[src/rtl/carry_bypass_adder_pipe_pkg.sv]
// Shared constants and elaboration-time helpers for the pipelined carry-bypass adder.
// Stage k covers blocks k*BPS .. min((k+1)*BPS, NUM_BLOCKS)-1; the helpers give its bit span.
package carry_bypass_adder_pipe_pkg;

  localparam int CBA_DEFAULT_BLOCK_LEN = 4;

  function automatic int cba_min(input int x, input int y);
    return (x < y) ? x : y;
  endfunction

  function automatic int cba_ceil_div(input int n, input int d);
    return (n + d - 1) / d;
  endfunction

  function automatic int cba_num_blocks(input int width, input int block_len);
    return width / block_len;
  endfunction

  function automatic int cba_num_stages(input int width, input int block_len, input int bps);
    return cba_ceil_div(cba_num_blocks(width, block_len), bps);
  endfunction

  function automatic int cba_stage_lo(input int k, input int block_len, input int bps);
    return k * bps * block_len;
  endfunction

  function automatic int cba_stage_hi(input int k, input int width, input int block_len,
                                      input int bps);
    return cba_min((k + 1) * bps, width / block_len) * block_len - 1;
  endfunction

endpackage

[src/rtl/carry_bypass_adder_pipe_if.sv]
// Operand/result bundle of the pipelined carry-bypass adder.
interface carry_bypass_adder_pipe_if #(
  parameter int WIDTH = 32
);
  // Valid/hold: when hold=0 the pipe advances and in_valid/a/b/cin are captured at the
  // rising edge; when hold=1 nothing moves and the inputs are ignored, so the source must
  // keep its operands until hold drops. out_valid qualifies sum/cout/ovf; there is no
  // backpressure beyond hold.
  logic             in_valid;
  logic             hold;
  logic [WIDTH-1:0] a;
  logic [WIDTH-1:0] b;
  logic             cin;
  logic             out_valid;
  logic [WIDTH-1:0] sum;
  logic             cout;
  logic             ovf;

  modport master (
    output in_valid, hold, a, b, cin,
    input  out_valid, sum, cout, ovf
  );

  modport slave (
    input  in_valid, hold, a, b, cin,
    output out_valid, sum, cout, ovf
  );
endinterface

[src/rtl/carry_bypass_adder_pipe_block.sv]
// One carry-bypass block: sums ripple from cin, the carry out skips the ripple chain
// whenever every bit of the block propagates.
module carry_bypass_block
  import carry_bypass_adder_pipe_pkg::*;
#(
  parameter int BLOCK_LEN = CBA_DEFAULT_BLOCK_LEN
) (
  input  logic [BLOCK_LEN-1:0] a,
  input  logic [BLOCK_LEN-1:0] b,
  input  logic                 cin,
  output logic [BLOCK_LEN-1:0] sum,
  output logic                 cout,
  output logic                 p
);

  logic [BLOCK_LEN:0]   c;
  logic [BLOCK_LEN-1:0] t;

  always_comb begin
    t    = a ^ b;
    c    = '0;
    c[0] = cin;
    for (int i = 0; i < BLOCK_LEN; i++) begin
      c[i+1] = (a[i] & b[i]) | (t[i] & c[i]);
    end
    sum  = t ^ c[BLOCK_LEN-1:0];
    p    = &t;
    cout = p ? cin : c[BLOCK_LEN];
  end

endmodule

[src/rtl/carry_bypass_adder_pipe.sv]
// Pipelined carry-bypass adder: blocks grouped into register stages, with skew registers
// carrying unused upper operand slices forward and de-skew registers collecting low sums.
module carry_bypass_adder_pipe
  import carry_bypass_adder_pipe_pkg::*;
#(
  parameter int WIDTH            = 32,
  parameter int BLOCK_LEN        = CBA_DEFAULT_BLOCK_LEN,
  parameter int BLOCKS_PER_STAGE = 2
) (
  input logic                       clk,
  input logic                       rst,
  carry_bypass_adder_pipe_if.slave  bus
);

  localparam int NUM_BLOCKS = cba_num_blocks(WIDTH, BLOCK_LEN);
  localparam int NUM_STAGES = cba_num_stages(WIDTH, BLOCK_LEN, BLOCKS_PER_STAGE);

  if (WIDTH % BLOCK_LEN != 0) begin : g_bad_width
    $error("carry_bypass_adder_pipe: WIDTH must be a multiple of BLOCK_LEN");
  end
  if (BLOCKS_PER_STAGE < 1) begin : g_bad_bps
    $error("carry_bypass_adder_pipe: BLOCKS_PER_STAGE must be at least 1");
  end
  if (NUM_BLOCKS < 1) begin : g_bad_blocks
    $error("carry_bypass_adder_pipe: WIDTH must hold at least one block");
  end

  for (genvar k = 0; k < NUM_STAGES; k++) begin : g_stage
    localparam int LO   = cba_stage_lo(k, BLOCK_LEN, BLOCKS_PER_STAGE);
    localparam int HI   = cba_stage_hi(k, WIDTH, BLOCK_LEN, BLOCKS_PER_STAGE);
    localparam int SBLK = (HI - LO + 1) / BLOCK_LEN;

    logic [HI:LO] a_s;
    logic [HI:LO] b_s;
    logic [HI:LO] s_s;
    logic         c_s;
    logic         v_s;
    logic         c_out_s;

    logic         valid_q, valid_d;
    logic         carry_q, carry_d;
    logic [HI:0]  sum_q, sum_d;

    if (k == 0) begin : g_src
      assign a_s = bus.a[HI:LO];
      assign b_s = bus.b[HI:LO];
      assign c_s = bus.cin;
      assign v_s = bus.in_valid;
      always_comb begin
        sum_d = s_s;
      end
    end else begin : g_src
      assign a_s = g_stage[k-1].g_skew.a_q[HI:LO];
      assign b_s = g_stage[k-1].g_skew.b_q[HI:LO];
      assign c_s = g_stage[k-1].carry_q;
      assign v_s = g_stage[k-1].valid_q;
      always_comb begin
        sum_d = {s_s, g_stage[k-1].sum_q};
      end
    end

    // Block carries chain combinationally inside the stage only.
    for (genvar j = 0; j < SBLK; j++) begin : g_blk
      localparam int BLO = LO + j * BLOCK_LEN;
      logic ci;
      logic co;
      logic p_unused;

      if (j == 0) begin : g_ci
        assign ci = c_s;
      end else begin : g_ci
        assign ci = g_blk[j-1].co;
      end

      carry_bypass_block #(
        .BLOCK_LEN (BLOCK_LEN)
      ) u_blk (
        .a    (a_s[BLO +: BLOCK_LEN]),
        .b    (b_s[BLO +: BLOCK_LEN]),
        .cin  (ci),
        .sum  (s_s[BLO +: BLOCK_LEN]),
        .cout (co),
        .p    (p_unused)
      );
    end

    assign c_out_s = g_blk[SBLK-1].co;

    always_comb begin
      valid_d = v_s;
      carry_d = c_out_s;
    end

    always_ff @(posedge clk) begin
      if (rst) begin
        valid_q <= 1'b0;
        carry_q <= 1'b0;
        sum_q   <= '0;
      end else if (!bus.hold) begin
        valid_q <= valid_d;
        carry_q <= carry_d;
        sum_q   <= sum_d;
      end
    end

    if (k < NUM_STAGES - 1) begin : g_skew
      logic [WIDTH-1:HI+1] a_q, a_d;
      logic [WIDTH-1:HI+1] b_q, b_d;

      if (k == 0) begin : g_in
        always_comb begin
          a_d = bus.a[WIDTH-1:HI+1];
          b_d = bus.b[WIDTH-1:HI+1];
        end
      end else begin : g_in
        always_comb begin
          a_d = g_stage[k-1].g_skew.a_q[WIDTH-1:HI+1];
          b_d = g_stage[k-1].g_skew.b_q[WIDTH-1:HI+1];
        end
      end

      always_ff @(posedge clk) begin
        if (rst) begin
          a_q <= '0;
          b_q <= '0;
        end else if (!bus.hold) begin
          a_q <= a_d;
          b_q <= b_d;
        end
      end
    end else begin : g_out
      logic ovf_q, ovf_d;

      // The carry into the MSB is recovered from the MSB's own sum bit.
      always_comb begin
        ovf_d = (a_s[WIDTH-1] ^ b_s[WIDTH-1] ^ s_s[WIDTH-1]) ^ c_out_s;
      end

      always_ff @(posedge clk) begin
        if (rst) begin
          ovf_q <= 1'b0;
        end else if (!bus.hold) begin
          ovf_q <= ovf_d;
        end
      end

      assign bus.out_valid = valid_q;
      assign bus.sum       = sum_q;
      assign bus.cout      = carry_q;
      assign bus.ovf       = ovf_q;
    end
  end

endmodule
[src/flat_wrapper.sv]
// flat-port wrapper written by rule: the top's interface ports become plain ports
module carry_bypass_adder_pipe_flat import carry_bypass_adder_pipe_pkg::*;
#(
  parameter int WIDTH            = 32,
  parameter int BLOCK_LEN        = CBA_DEFAULT_BLOCK_LEN,
  parameter int BLOCKS_PER_STAGE = 2
)
  (clk, rst, bus_in_valid, bus_hold, bus_a, bus_b, bus_cin, bus_out_valid, bus_sum, bus_cout, bus_ovf);
  carry_bypass_adder_pipe_if #(.WIDTH(WIDTH)) bus_i ();
  input logic clk;
  input logic rst;
  input wire logic [$bits(bus_i.in_valid)-1:0] bus_in_valid;
  input wire logic [$bits(bus_i.hold)-1:0] bus_hold;
  input wire logic [$bits(bus_i.a)-1:0] bus_a;
  input wire logic [$bits(bus_i.b)-1:0] bus_b;
  input wire logic [$bits(bus_i.cin)-1:0] bus_cin;
  output wire logic [$bits(bus_i.out_valid)-1:0] bus_out_valid;
  output wire logic [$bits(bus_i.sum)-1:0] bus_sum;
  output wire logic [$bits(bus_i.cout)-1:0] bus_cout;
  output wire logic [$bits(bus_i.ovf)-1:0] bus_ovf;
  assign bus_i.in_valid = bus_in_valid;
  assign bus_i.hold = bus_hold;
  assign bus_i.a = bus_a;
  assign bus_i.b = bus_b;
  assign bus_i.cin = bus_cin;
  assign bus_out_valid = bus_i.out_valid;
  assign bus_sum = bus_i.sum;
  assign bus_cout = bus_i.cout;
  assign bus_ovf = bus_i.ovf;
  carry_bypass_adder_pipe #(.WIDTH(WIDTH), .BLOCK_LEN(BLOCK_LEN), .BLOCKS_PER_STAGE(BLOCKS_PER_STAGE)) u_core (.clk(clk), .rst(rst), .bus(bus_i));
endmodule
[config.mk]
export PLATFORM = sky130hd
export DESIGN_NAME = carry_bypass_adder_pipe_flat
export DESIGN_NICKNAME = d
export VERILOG_FILES = /design/src/rtl/carry_bypass_adder_pipe_pkg.sv /design/src/rtl/carry_bypass_adder_pipe_if.sv /design/src/rtl/carry_bypass_adder_pipe_block.sv /design/src/rtl/carry_bypass_adder_pipe.sv /design/src/flat_wrapper.sv
export SDC_FILE = /design/constraint.sdc
export NUM_CORES = 1
export LEC_CHECK = 0
export ABC_CLOCK_PERIOD_IN_PS = 11700
export CORE_MARGIN = 4
export CORE_UTILIZATION = 53
export DETAILED_ROUTE_END_ITERATION = 10
export PLACE_DENSITY = 0.77
export SLEW_MARGIN = 20
export SYNTH_ARGS = -nofsm -noshare
export SYNTH_HDL_FRONTEND = slang
export SYNTH_HIERARCHICAL = 1
export SYNTH_SLANG_ARGS = --single-unit
[constraint.sdc]
create_clock -name clk -period 11.7 [get_ports clk]
set_clock_uncertainty 0.15 [all_clocks]
set_input_delay 2.34 -clock clk [delete_from_list [all_inputs] [get_ports clk]]
set_output_delay 2.34 -clock clk [all_outputs]
set_load 0.02 [all_outputs]
# Yosys cells after proc, flatten, opt, wreduce, memory -nomap -nowiden
# Cells that the tools add are included.
dict set report classes {
  muxes 8
  bitwise_logic 115
  n_reduce_logical 8
}
# cell n
set op_table {}
lappend op_table {{$and 1x1->1} 64}
lappend op_table {{$xor 4x4->4} 16}
lappend op_table {{$or 1x1->1} 32}
lappend op_table {{$reduce_and 4->1} 8}
lappend op_table {{$mux 1} 8}
lappend op_table {{$xor 1x1->1} 3}
dict set report totals {
  inputBits 69
  out_inout_bits 35
  reg_bits 185
}

# Longest topological paths before layout
dict set report logic_depth {
  depth_word 20
  mapped_depth 19
  mapped_depth_nobuf 19
}

# Modules after synthesis
# Netlist, hierarchy kept.
# mod area_each_um2 seq_area_each_um2 n_inst cells_each
set modules_own_cells {}
lappend modules_own_cells {carry_bypass_adder_pipe 6652.6 3703.6 1 601}
lappend modules_own_cells {carry_bypass_block 185.2 0.0 8 19}

# Worst setup path before layout
# OpenSTA, ideal clock, no wires.
dict set report synth_timing {
  path_type {input -> register}
  start {in bus_a[0]}
  end {reg u_core.g_stage[0].sum_q[7]}
  setup_slack_ns 6.271
  required_time_ns 11.422
  arrival_time_ns 5.151
  setup_time_ns 0.128
  cell_stages 18
  path_buffers 0
  cell_sequence {inv_1 fa_1 inv_1 fa_1 fa_1 inv_1 fa_1 mux2i_1 inv_1 fa_1 inv_1 fa_1 fa_1 inv_1 fa_1 inv_1 mux2i_1 nor2_1}
}
dict set report synth_between {
  elab_chain_cells 17
  elab_cells_between_ends 19
  classes_between {mux: 1; bitwise: 17; reduce/logical: 1}
}
# element line
set synth_lines {}
lappend synth_lines {{from (decl)} flat_wrapper.sv:14} ;# input wire logic [$bits(bus_i.a)-1:0] bus_a;
lappend synth_lines {{$xor 4x4->4} carry_bypass_adder_pipe_block.sv:20} ;# t = a ^ b;
lappend synth_lines {{$and 1x1->1} carry_bypass_adder_pipe_block.sv:24} ;# c[i+1] = (a[i] & b[i]) | (t[i] & c[i]);
lappend synth_lines {{$or 1x1->1} carry_bypass_adder_pipe_block.sv:24}
lappend synth_lines {{$and 1x1->1} carry_bypass_adder_pipe_block.sv:24}
lappend synth_lines {{$or 1x1->1} carry_bypass_adder_pipe_block.sv:24}
lappend synth_lines {{$and 1x1->1} carry_bypass_adder_pipe_block.sv:24}
lappend synth_lines {{$or 1x1->1} carry_bypass_adder_pipe_block.sv:24}
lappend synth_lines {{$and 1x1->1} carry_bypass_adder_pipe_block.sv:24}
lappend synth_lines {{[... 2 more ...]} --}
lappend synth_lines {{named net u_core.g_stage[0].g_blk[0].co} carry_bypass_adder_pipe.sv:66} ;# logic co;
lappend synth_lines {{$and 1x1->1 *} carry_bypass_adder_pipe_block.sv:24}
lappend synth_lines {{$or 1x1->1 *} carry_bypass_adder_pipe_block.sv:24}
lappend synth_lines {{$and 1x1->1 *} carry_bypass_adder_pipe_block.sv:24}
lappend synth_lines {{$or 1x1->1 *} carry_bypass_adder_pipe_block.sv:24}
lappend synth_lines {{$and 1x1->1 *} carry_bypass_adder_pipe_block.sv:24}
lappend synth_lines {{$or 1x1->1 *} carry_bypass_adder_pipe_block.sv:24}
lappend synth_lines {{$xor 4x4->4 *} carry_bypass_adder_pipe_block.sv:26} ;# sum = t ^ c[BLOCK_LEN-1:0];
lappend synth_lines {{named net u_core.g_stage[0].s_s (one bit)} carry_bypass_adder_pipe.sv:35} ;# logic [HI:LO] s_s;
lappend synth_lines {{to (signal assigned)} carry_bypass_adder_pipe.sv:102} ;# sum_q <= sum_d;
lappend synth_lines {{to (decl)} carry_bypass_adder_pipe.sv:42} ;# logic [HI:0] sum_q, sum_d;
# The timed path passes the listed nets; every way through them passes the cells marked *.
# A chain may end at the register's enable or synchronous reset.

# Worst setup path in the final report
# Ends and elaborated chain as after synthesis.

==> run metrics <==
Setup TNS Final 0 ns; global route overflow 0; max-slew violations 0; synthesized instance count ~750; Final Power between 1 and 1.5 mW; PostCTS Resize Cnt 0; fmax around 170 MHz; final core utilization a little under two thirds; RD Place Congestion roughly 0.80; Worst Hold Endpoint u_core/g_stage[0].g_skew.a_q[26]$_SDFFE_PP0N_; Most Frequent Cell on Critical Path fa_1; clk buf depth 2; Post-DP HPWL a little over 10000 µm; Clk pwr share between 40% and 50%; mux cell area share after synthesis about a quarter; CP Cell Sequence clkdlybuf4s50_1 > inv_1 > fa_1 > inv_1 > fa_1 > fa_1 > inv_1 > fa_1 > mux2i_1 > inv_1 > fa_1 > inv_1 > fa_1 > fa_1 > inv_1 > fa_1 > inv_1 > mux2i_1 > nor2_1; sw frac about 22%; Max-Cap Viols 0; Clock Sinks roughly 190; first-pass GRT wire length 24500 µm; final setup fails 0; Post-Synth Simple-Gate Area roughly a tenth; startpoint types input pin; worst hold slack approximately 0.34 ns; Core Region around 15000 µm²; share of cells above drive strength 1 around 4.6%; die area between 15000 and 20000 µm²; DRC violations left 0; root buffer cell clkbuf_16; Peak VDD IR approximately 0.10 mV; DRT iter0 DRCs roughly 220; CP Max Fanout 2; number of buffers added on ports around 100; CTS tree yes; period utilization 49.1%; Synth Net Count slightly below 900; ANT cells 0; Cell Pwr Density 143 nW/µm²; Worst Hold Class flip-flop to flip-flop; I/O pin cnt 104; Die W approximately 130 µm; Site Rows 45; YS warnings 6; largest net degree at the start of global routing between 100 and 150; arrival time at the worst endpoint slightly below 6 ns; RSZ-0062 raised after global routing no; post-synthesis xor/xnor area fraction less than 1%; initial antenna violation count 0; Worst-Skew Late Latency 0.42 ns; H-tree level count 4; drt first pass iters 4; vias in the first global route 5180; internal power about 1.1 mW; Hold Crit Depth 2; Antenna Nets Post-Route 0; complex-gate fraction of the synthesized area less than 1%; number of buffers created by CTS 17; DRT Wirelength approximately 15000 µm; vias per cell ~5; switching pwr about 300 µW; nets 969; nature of the critical path endpoint flip-flop; Hold-fix buffers, CTS 0; status finished, final reports clean; GRT Total Usage approximately 17%; Tmin final around 5.7 ns; sequential share of power about half; CP required 11.82 ns; Rel. slew slack between 30% and 40%; area delta synth->final 18.5%; largest family of logic cells by synthesized area multiplexers; R2R Path Start u_core/g_stage[2].g_skew.a_q[24]$_SDFFE_PP0N_; HP Start u_core/g_stage[0].g_skew.a_q[26]$_SDFFE_PP0N_; Comb pwr share around a tenth; sequential fraction of the synthesis area around 46%; slowest cell on the critical path clkdlybuf4s50_1; # Post-CTS Setup Buffers 0; DIE HEIGHT between 100 and 150 µm; CP peak stage delay about 0.49 ns; post-synth cell types 16; Reg2Reg Setup Slack approximately 7.7 ns; RR Endpoint u_core/bus.ovf$_SDFFE_PP0N_; Starting Density between 50% and 60%; via count 5055; adder-cell share of the synthesized area between 10% and 20%; Slew @ Worst Pin 0.951 ns; R2R depth 19; Mapped Area 8130 µm²; Setup CP Type input pin to flip-flop; Hold Vio Cnt, Final 0; clk slew on worst S/H paths about 0.06 ns; FF+latch count, synth around 190; wire per inst 14.1 µm; syn avg cell area 10.8 µm²; static leakage 4.48 nW
-- kinds of logic (layout without fill, tap and decap cells) --
kind of cell	after synthesis	in the layout
AO/OA/AOI/OAI	2	2
XOR/XNOR	3	3
adder cells (fa/ha/maj)	64	64
buffers and inverters	115	209
flip-flops	185	185
multiplexers	192	192
AND/OR/NAND/NOR	192	192
-- sequential cells by signal (all words and copies together), names as in the netlist --
register	flops
u_core/g_stage.g_skew.b_q	48
u_core/g_stage.valid_q	3
u_core/bus.cout	1
u_core/bus.sum	32
u_core/g_stage.sum_q	48
u_core/g_stage.g_skew.a_q	48
u_core/g_stage.carry_q	3
u_core/bus.out_valid	1
u_core/bus.ovf	1
-- power groups by stage --
stage | combinational [mW] | clock [mW] | sequential [mW]
final | 0.130 | 0.573 | 0.673
after global routing | 0.145 | 0.615 | 0.677
after detailed placement | 0.131 | 0 | 0.688
after global placement | 0.126 | 0 | 0.686
after floorplan | 0.0930 | 0 | 0.684
after CTS | 0.132 | 0.584 | 0.674
-- layout make-up --
cell class              instances  area, µm²
clock buffers                  23        468
clock inverters                 7        119
fillers                      1214       5500
inverters                      73        274
multi-input cells             453       3780
flip-flops and latches        185       3700
well taps                     188        235
repair buffers                106       1060
-- through the flow --
stage	instances	setup slack, ns	area [µm²]
after CTS	1035	5.96	9640
final	1035	5.96	9640
after detailed placement	1005	5.52	9050
after global routing	1035	5.75	9640
after global placement	1005	5.59	9050
after floorplan	753	6.27	8130
-- metal layers --
layer,up-vias,track usage (%),part of all wire (%)
li1,2561,-,-
met1,2385,20.8,44
met2,90,29.4,50
met3,19,4.27,3.3
met4,0,7.00,1.9
met5,-,0,0
-- critical path: cells and delay by family --
| family | cells | cell delay [ns] |
|---|---|---|
| buf+inv | 8 | 0.96 |
| simple gates | 1 | 0.05 |
| mux | 2 | 0.26 |
| fa+ha+maj | 8 | 2.26 |
-- worst max-delay path by stage --
| stage | start | to | slack, ns |
|---|---|---|---|
| 2_1_floorplan | bus_a[0] | u_core/g_stage[0].sum_q[7]$_SDFFE_PP0N_ | 6.27 |
| 3_3_place_gp | bus_a[0] | u_core/g_stage[0].sum_q[7]$_SDFFE_PP0N_ | 5.59 |
| 3_5_place_dp | bus_a[0] | u_core/g_stage[0].sum_q[7]$_SDFFE_PP0N_ | 5.52 |
| 4_1_cts | bus_a[0] | u_core/g_stage[0].sum_q[7]$_SDFFE_PP0N_ | 5.96 |
| 5_1_grt | bus_a[0] | u_core/g_stage[0].sum_q[7]$_SDFFE_PP0N_ | 5.75 |
| 6_report | bus_a[0] | u_core/g_stage[0].sum_q[7]$_SDFFE_PP0N_ | 5.96 |
-- cells in the final DEF (no fill, tap or decap) --
master           count
a21oi_1              1
and4_4               8
buf_4                3
buf_6                1
buf_8                1
bufinv_16            3
clkbuf_1             4
clkbuf_16           17
clkbuf_8             2
clkdlybuf4s50_1    101
clkinv_2             1
clkinv_4             1
clkinvlp_4           2
dfxtp_1            185
fa_1                32
ha_1                32
inv_1               73
mux2i_1            192
nor2_1             184
o21a_1               1
xnor2_1              2
xor2_1               1
-- Yosys cell counts (all sizes together) --
cell type	number	area share [%]
and4	8	1.1
mux2i	192	24
inv	73	3.4
clkbuf	4	0.18
xnor2	2	0.22
o21a	1	0.092
nor2	184	8.5
xor2	1	0.11
buf	38	4.4
ha	32	4.9
fa	32	7.9
a21oi	1	0.061
dfxtp	185	46
Note: power is estimated with default switching activity, not from simulation.
